### src/rtl/jamma_joy_scan_if.sv
// Pin-side bundle of the JAMMA joystick splitter sequencer: enable, the
// multiplexed splitter bus and local joystick in; select line and the
// accepted per-player words out.
interface jamma_joy_scan_if;
    logic       ENABLE;
    logic [7:0] JJOY;
    logic [5:0] JOYSTICK;
    logic       JSELECT;
    logic [7:0] JOY1;
    logic [7:0] JOY2;
    logic       JOY_VALID;
    logic [1:0] JOY_ERR;

    // Sequencer side
    modport master (
        input  ENABLE, JJOY, JOYSTICK,
        output JSELECT, JOY1, JOY2, JOY_VALID, JOY_ERR
    );

    // Board / consumer side
    modport slave (
        output ENABLE, JJOY, JOYSTICK,
        input  JSELECT, JOY1, JOY2, JOY_VALID, JOY_ERR
    );
endinterface

### src/rtl/jamma_joy_scan_ctrl.sv
// JAMMA joystick splitter sequencer. Selects player 1, settles, samples until
// SAMPLES consecutive identical words (or TIMEOUT cycles), then does the same
// for player 2 and publishes both words together with a one-cycle valid.
module jamma_joy_scan_ctrl #(
    parameter int SETTLE  = 8,
    parameter int SAMPLES = 3,
    parameter int TIMEOUT = 16
) (
    input  logic                CLK_12M,
    input  logic                RESET_N,
    jamma_joy_scan_if.master    bus
);
    localparam int CW = $clog2(TIMEOUT + 1);
    localparam int SW = $clog2(SETTLE + 1);

    typedef enum logic [2:0] {
        S_IDLE,
        S_SETTLE1,
        S_SAMPLE1,
        S_SETTLE2,
        S_SAMPLE2,
        S_PUBLISH
    } state_t;

    state_t          r_state;
    state_t          w_state_nxt;
    logic [SW-1:0]   r_scnt;
    logic [CW-1:0]   r_tcnt;
    logic [CW-1:0]   r_mcnt;
    logic [7:0]      r_cand;
    logic [7:0]      r_stg1;
    logic [7:0]      r_stg2;
    logic            r_err1;
    logic            r_err2;
    logic            r_jsel;
    logic [7:0]      r_joy1;
    logic [7:0]      r_joy2;
    logic            r_valid;
    logic [1:0]      r_err;

    logic [7:0]      w_sample;
    logic            w_in_sample;
    logic            w_match;
    logic [CW-1:0]   w_mcnt_nxt;
    logic [CW-1:0]   w_tcnt_nxt;
    logic            w_accept;
    logic            w_tmo;
    logic            w_done;

    // Glitch filter: candidate match counting and sample-window timeout
    always_comb begin
        w_in_sample = (r_state == S_SAMPLE1) || (r_state == S_SAMPLE2);
        w_sample    = (r_state == S_SAMPLE1) ? (bus.JJOY & {2'b11, bus.JOYSTICK}) : bus.JJOY;
        // r_tcnt == 0 marks the first cycle of a sample window: no candidate yet
        w_match     = (r_tcnt != '0) && (w_sample == r_cand);
        w_mcnt_nxt  = w_match ? (r_mcnt + 1'b1) : CW'(1);
        w_tcnt_nxt  = r_tcnt + 1'b1;
        w_accept    = w_in_sample && (w_mcnt_nxt == CW'(SAMPLES));
        w_tmo       = w_in_sample && !w_accept && (w_tcnt_nxt == CW'(TIMEOUT));
        w_done      = w_accept || w_tmo;
    end

    // Next-state decode; ENABLE only matters at frame boundaries
    always_comb begin
        w_state_nxt = r_state;
        case (r_state)
            S_IDLE:    if (bus.ENABLE) w_state_nxt = S_SETTLE1;
            S_SETTLE1: if (r_scnt == '0) w_state_nxt = S_SAMPLE1;
            S_SAMPLE1: if (w_done) w_state_nxt = S_SETTLE2;
            S_SETTLE2: if (r_scnt == '0) w_state_nxt = S_SAMPLE2;
            S_SAMPLE2: if (w_done) w_state_nxt = S_PUBLISH;
            S_PUBLISH: w_state_nxt = bus.ENABLE ? S_SETTLE1 : S_IDLE;
            default:   w_state_nxt = S_IDLE;
        endcase
    end

    // State register
    always_ff @(posedge CLK_12M or negedge RESET_N) begin
        if (!RESET_N) r_state <= S_IDLE;
        else          r_state <= w_state_nxt;
    end

    // Settle down-counter, reloaded whenever a settle state is entered
    always_ff @(posedge CLK_12M or negedge RESET_N) begin
        if (!RESET_N) begin
            r_scnt <= '0;
        end else if ((w_state_nxt != r_state) &&
                     ((w_state_nxt == S_SETTLE1) || (w_state_nxt == S_SETTLE2))) begin
            r_scnt <= SW'(SETTLE - 1);
        end else if (r_scnt != '0) begin
            r_scnt <= r_scnt - 1'b1;
        end
    end

    // Sample-window counters and candidate; cleared on leaving a sample state
    always_ff @(posedge CLK_12M or negedge RESET_N) begin
        if (!RESET_N) begin
            r_tcnt <= '0;
            r_mcnt <= '0;
            r_cand <= 8'hFF;
        end else if (w_in_sample && !w_done) begin
            r_tcnt <= w_tcnt_nxt;
            r_mcnt <= w_mcnt_nxt;
            r_cand <= w_sample;
        end else begin
            r_tcnt <= '0;
            r_mcnt <= '0;
        end
    end

    // Staging: an accepted word replaces the old one; a timeout keeps it and flags it
    always_ff @(posedge CLK_12M or negedge RESET_N) begin
        if (!RESET_N) begin
            r_stg1 <= 8'hFF;
            r_stg2 <= 8'hFF;
            r_err1 <= 1'b0;
            r_err2 <= 1'b0;
        end else if (r_state == S_SAMPLE1) begin
            if (w_accept) begin
                r_stg1 <= w_sample;
                r_err1 <= 1'b0;
            end else if (w_tmo) begin
                r_err1 <= 1'b1;
            end
        end else if (r_state == S_SAMPLE2) begin
            if (w_accept) begin
                r_stg2 <= w_sample;
                r_err2 <= 1'b0;
            end else if (w_tmo) begin
                r_err2 <= 1'b1;
            end
        end
    end

    // Registered outputs: select follows the upcoming state, publish loads the words
    always_ff @(posedge CLK_12M or negedge RESET_N) begin
        if (!RESET_N) begin
            r_jsel  <= 1'b0;
            r_joy1  <= 8'hFF;
            r_joy2  <= 8'hFF;
            r_valid <= 1'b0;
            r_err   <= 2'b00;
        end else begin
            r_jsel  <= (w_state_nxt == S_SETTLE2) || (w_state_nxt == S_SAMPLE2) ||
                       (w_state_nxt == S_PUBLISH);
            r_valid <= (r_state == S_PUBLISH);
            if (r_state == S_PUBLISH) begin
                r_joy1 <= r_stg1;
                r_joy2 <= r_stg2;
                r_err  <= {r_err2, r_err1};
            end
        end
    end

    assign bus.JSELECT   = r_jsel;
    assign bus.JOY1      = r_joy1;
    assign bus.JOY2      = r_joy2;
    assign bus.JOY_VALID = r_valid;
    assign bus.JOY_ERR   = r_err;
endmodule

### src/flat_wrapper.sv
// flat-port wrapper written by rule: the top's interface ports become plain ports
module jamma_joy_scan_ctrl_flat 
#(
    parameter int SETTLE  = 8,
    parameter int SAMPLES = 3,
    parameter int TIMEOUT = 16
)
  (CLK_12M, RESET_N, bus_ENABLE, bus_JJOY, bus_JOYSTICK, bus_JSELECT, bus_JOY1, bus_JOY2, bus_JOY_VALID, bus_JOY_ERR);
  jamma_joy_scan_if bus_i ();
  input  logic CLK_12M;
  input  logic RESET_N;
  input wire logic [$bits(bus_i.ENABLE)-1:0] bus_ENABLE;
  input wire logic [$bits(bus_i.JJOY)-1:0] bus_JJOY;
  input wire logic [$bits(bus_i.JOYSTICK)-1:0] bus_JOYSTICK;
  output wire logic [$bits(bus_i.JSELECT)-1:0] bus_JSELECT;
  output wire logic [$bits(bus_i.JOY1)-1:0] bus_JOY1;
  output wire logic [$bits(bus_i.JOY2)-1:0] bus_JOY2;
  output wire logic [$bits(bus_i.JOY_VALID)-1:0] bus_JOY_VALID;
  output wire logic [$bits(bus_i.JOY_ERR)-1:0] bus_JOY_ERR;
  assign bus_i.ENABLE = bus_ENABLE;
  assign bus_i.JJOY = bus_JJOY;
  assign bus_i.JOYSTICK = bus_JOYSTICK;
  assign bus_JSELECT = bus_i.JSELECT;
  assign bus_JOY1 = bus_i.JOY1;
  assign bus_JOY2 = bus_i.JOY2;
  assign bus_JOY_VALID = bus_i.JOY_VALID;
  assign bus_JOY_ERR = bus_i.JOY_ERR;
  jamma_joy_scan_ctrl #(.SETTLE(SETTLE), .SAMPLES(SAMPLES), .TIMEOUT(TIMEOUT)) u_core (.CLK_12M(CLK_12M), .RESET_N(RESET_N), .bus(bus_i));
endmodule
### config.mk
export PLATFORM = sky130hd
export DESIGN_NAME = jamma_joy_scan_ctrl_flat
export DESIGN_NICKNAME = d
export VERILOG_FILES = /design/src/rtl/jamma_joy_scan_if.sv /design/src/rtl/jamma_joy_scan_ctrl.sv /design/src/flat_wrapper.sv
export SDC_FILE = /design/constraint.sdc
export NUM_CORES = 1
export LEC_CHECK = 0
export ABC_AREA = 1
export CORE_MARGIN = 3
export CORE_UTILIZATION = 55
export CTS_CLUSTER_SIZE = 25
export DETAILED_ROUTE_END_ITERATION = 12
export HOLD_SLACK_MARGIN = 0.03
export PLACE_DENSITY = 0.82
export SYNTH_ARGS = -nofsm -noshare
export SYNTH_HDL_FRONTEND = slang
export SYNTH_SLANG_ARGS = --single-unit
### constraint.sdc
create_clock -name CLK_12M -period 2.6 [get_ports CLK_12M]
set_input_delay 0.65 -clock CLK_12M [delete_from_list [all_inputs] [get_ports CLK_12M]]
set_output_delay 0.65 -clock CLK_12M [all_outputs]
set_load 0.1 [all_outputs]
==> impl_metrics.toml <==
[yosys]
async_flop_share = 1.00
syn_nets = 362
yosys_most_used_dff = "dfstp_2"
yosys_warnings = 0
ys_types = 30
synth_edf_count = 0
synth_area_mm2 = 0.00302
syn_inst = 340
synth.avg_cell_area_um2 = 8.88
ys_ff_latch = 63
synth.yosys.seq_area_share = 0.539

[critical_path]
worstPathMaxFanout = 17
arrival_ns = 2.48
cpPeakStageDelay_ns = 0.44
critPathCaptureType = "flip-flop"
path_cells = "clkdlybuf4s50_1, inv_1, nand2_1, nand2_1, nand2_1, nor2_1, nand2_1, inv_1, nand2_1, nor2_1, and2_1, nand3_4, nand2_1, o21ai_2"
path_class = "in -> reg"
cp_common_cell = "nand2_1"
slowest_stage = "clkdlybuf4s50_1"
critPathBufInv = 3
startpoint_type = "input port"
cp_top_family = "simple AND/OR/NAND/NOR gates"
cp.required_ns = 2.87

[final_layout]
final_common_cell = "nand2_1"
regArea_mm2 = 0.00163
layout-drive-gt1-share = 0.302
antenna_cells = 0
syn2layout_area_growth_pct = 21.7
layout.nets = 411
multiInputGateArea_mm2 = 0.00117
fill_cells = 411
final_cell_mix = "nand2_1, dfstp_2, inv_1, buf_4, dfrtp_1"

[place]
dp_hpwl_um = 4200
portBuffers = 36
place.gp.congestion = 0.781

[power_and_ir_drop]
p_leak_nw = 1.83
switching_share = 0.311
internal-power_w = 0.00194
ir_drop_mv = 0.464
p_seq_frac = 0.432
pwr-share-clk = 0.348
power.switching_w = 0.000877
combinationalPowerShare = 0.221
power_density_mw_per_mm2 = 767
power_w = 0.00282

[die]
ioPinCount = 37
die_x_um = 80.1
dieArea_mm2 = 0.00642
core_mm2 = 0.00520
die_h_um = 80.1
fp-row-count = 26
start_util = 0.580

[clock_network]
cts-root-buf = "clkbuf_8"
numCtsBuffers = 9
cts_resized = 0
htree_num_levels = 3
clock_sinks = 63
cts_buffer_depth = 2
post_cts.repair.setup_buffers = 0
hold_buffers = 0
clk_latency_ns = 0.34
cts_tree = "built"
path_clk_slew_ns = 0.07

[detailed_routing]
ant_nets = 0
vias_per_cell = 4.90
wl_per_cell_um = 13.0
drcViolationCount = 0
vias = 2274
dr.pass1.iters = 4
wl_um = 6020
initialDrtViolationCount = 75

[timing]
drv_slew = 0
finalHoldViolCount = 0
clock_skew_ns = 0.0127
clock.fmax_mhz = 453
fin_crit_sh = 0.849
finalSetupViolCount = 0
worst_hold_slack_ns = 0.330
finalCriticalPeriod_ns = 2.21
rsz0062_at_grt = "no"
fin_tns_setup_ns = 0
worst_pin_slew_ns = 0.622
max_slew_margin = 0.586

[global_route]
grtUsageMet1 = 0.267
grt_max_degree = 37
grt_pass1_vias = 2242
overflow = 0
antenna_found_initial = 0
busiest_layer = "met2"
met3_usage = 0.0404
grt_util_all_layers = 0.212
grt_pass1_wl_um = 10400
met2_usage = 0.354

[run_status]
status = "finished, final reports clean"

[min_path]
holdCritPathClass = "in -> async"

[run]
maxCapViolCount = 0
## kinds of logic after synthesis
family | after synthesis | share of synthesized area
AND/OR/NAND/NOR | 184 | 0.278
flip-flops | 63 | 0.539
buffers and inverters | 52 | 0.0737
AO/OA/AOI/OAI | 26 | 0.0592
XOR/XNOR | 9 | 0.0261
adder cells (fa/ha/maj) | 5 | 0.0207
multiplexers | 1 | 0.00331
## worst reg2reg max path, delay by kind of cell, from the launching register on
family	cells	cell delay, ns
XOR/XNOR	1	0.17
buffers and inverters	1	0.15
flip-flops	1	0.42
adder cells (fa/ha/maj)	1	0.25
AND/OR/NAND/NOR	10	1.07
## power by group through the flow
stage | clock network (W) | logic (W) | registers [W]
6_report | 0.000980 | 0.000622 | 0.00122
5_1_grt | 0.00104 | 0.000715 | 0.00123
4_1_cts | 0.000994 | 0.000632 | 0.00122
3_5_place_dp | 0 | 0.000628 | 0.00123
3_3_place_gp | 0 | 0.000607 | 0.00123
2_1_floorplan | 0 | 0.000411 | 0.00127
## synth_stat cells, types with 2 or more instances
cell type    n  area share
xnor2_1      4       0.012
nand3_4      3       0.017
nand4_1      4      0.0083
inv_1       39       0.048
nor3_1       2      0.0033
dfrtp_1     23        0.19
a21oi_1      4      0.0066
dfstp_2     40        0.35
o21ai_1      4      0.0066
nand3_1     21       0.035
nand2_2      5       0.010
nand3b_1     5       0.012
xor2_1       5       0.014
o21ai_2     13       0.038
o21ai_0      5      0.0083
nand2_1    120        0.15
buf_6        3       0.011
inv_2        4      0.0050
clkbuf_1     4      0.0050
nand3_2      2      0.0066
ha_1         5       0.021
nor2_1      17       0.021
## final timing paths
| kind | from | endpoint | slack [ns] | depth (start not counted) |
|---|---|---|---|---|
| worst min-delay path | RESET_N | u_core.bus.JOY_VALID | 0.33 | 1 |
| min in group CLK_12M | u_core.bus.JOY2[5] | u_core.bus.JOY2[5] | 0.46 | 2 |
| worst max register to register | u_core.r_mcnt[0] | u_core.r_cand[1] | 0.48 | 13 |
| worst min register to register | u_core.bus.JOY2[5] | u_core.bus.JOY2[5] | 0.46 | 2 |
| worst max-delay path | bus_JJOY[6] | u_core.r_stg2[4] | 0.39 | 14 |
| max in group asynchronous | RESET_N | u_core.r_stg2[1] | 1.61 | 2 |
## registers in the layout (all words and copies together), names as in the netlist
name / count
u_core.r_tcnt: 5
u_core.r_stg2: 8
u_core.r_stg1: 8
u_core.r_state: 3
u_core.r_err2: 1
u_core.bus.JOY_ERR: 2
u_core.r_err1: 1
u_core.bus.JSELECT: 1
u_core.bus.JOY2: 8
u_core.r_mcnt: 5
u_core.r_cand: 8
u_core.bus.JOY_VALID: 1
u_core.bus.JOY1: 8
u_core.r_scnt: 4
## stage by stage
stage / utilization / cell area (µm²) / setup slack (ns) / std cells
after detailed placement: 0.662 / 3450 / 0.0934 / 448
after CTS: 0.706 / 3680 / 0.403 / 464
after global routing: 0.706 / 3680 / 0.181 / 464
final: 0.706 / 3680 / 0.394 / 464
after global placement: 0.662 / 3450 / 0.135 / 448
after floorplan: - / 3020 / 0.653 / 340
## cell type report
type | instances | area share
Sequential cell | 63 | 0.442
Multi-Input combinational cell | 225 | 0.318
Timing Repair Buffer | 47 | 0.109
Inverter | 43 | 0.0439
Clock buffer | 11 | 0.0412
Tap cell | 70 | 0.0238
Clock inverter | 5 | 0.0214
## per-layer routing
layer  routed length (µm)  part of all wire  up-vias
li1                     -                 -     1160
met2                 3020              0.50       42
met5                    0                 0        -
met1                 2670              0.44     1061
met4                   92             0.015        0
met3                  240             0.040       11
Power figures use the tool's default switching activity.
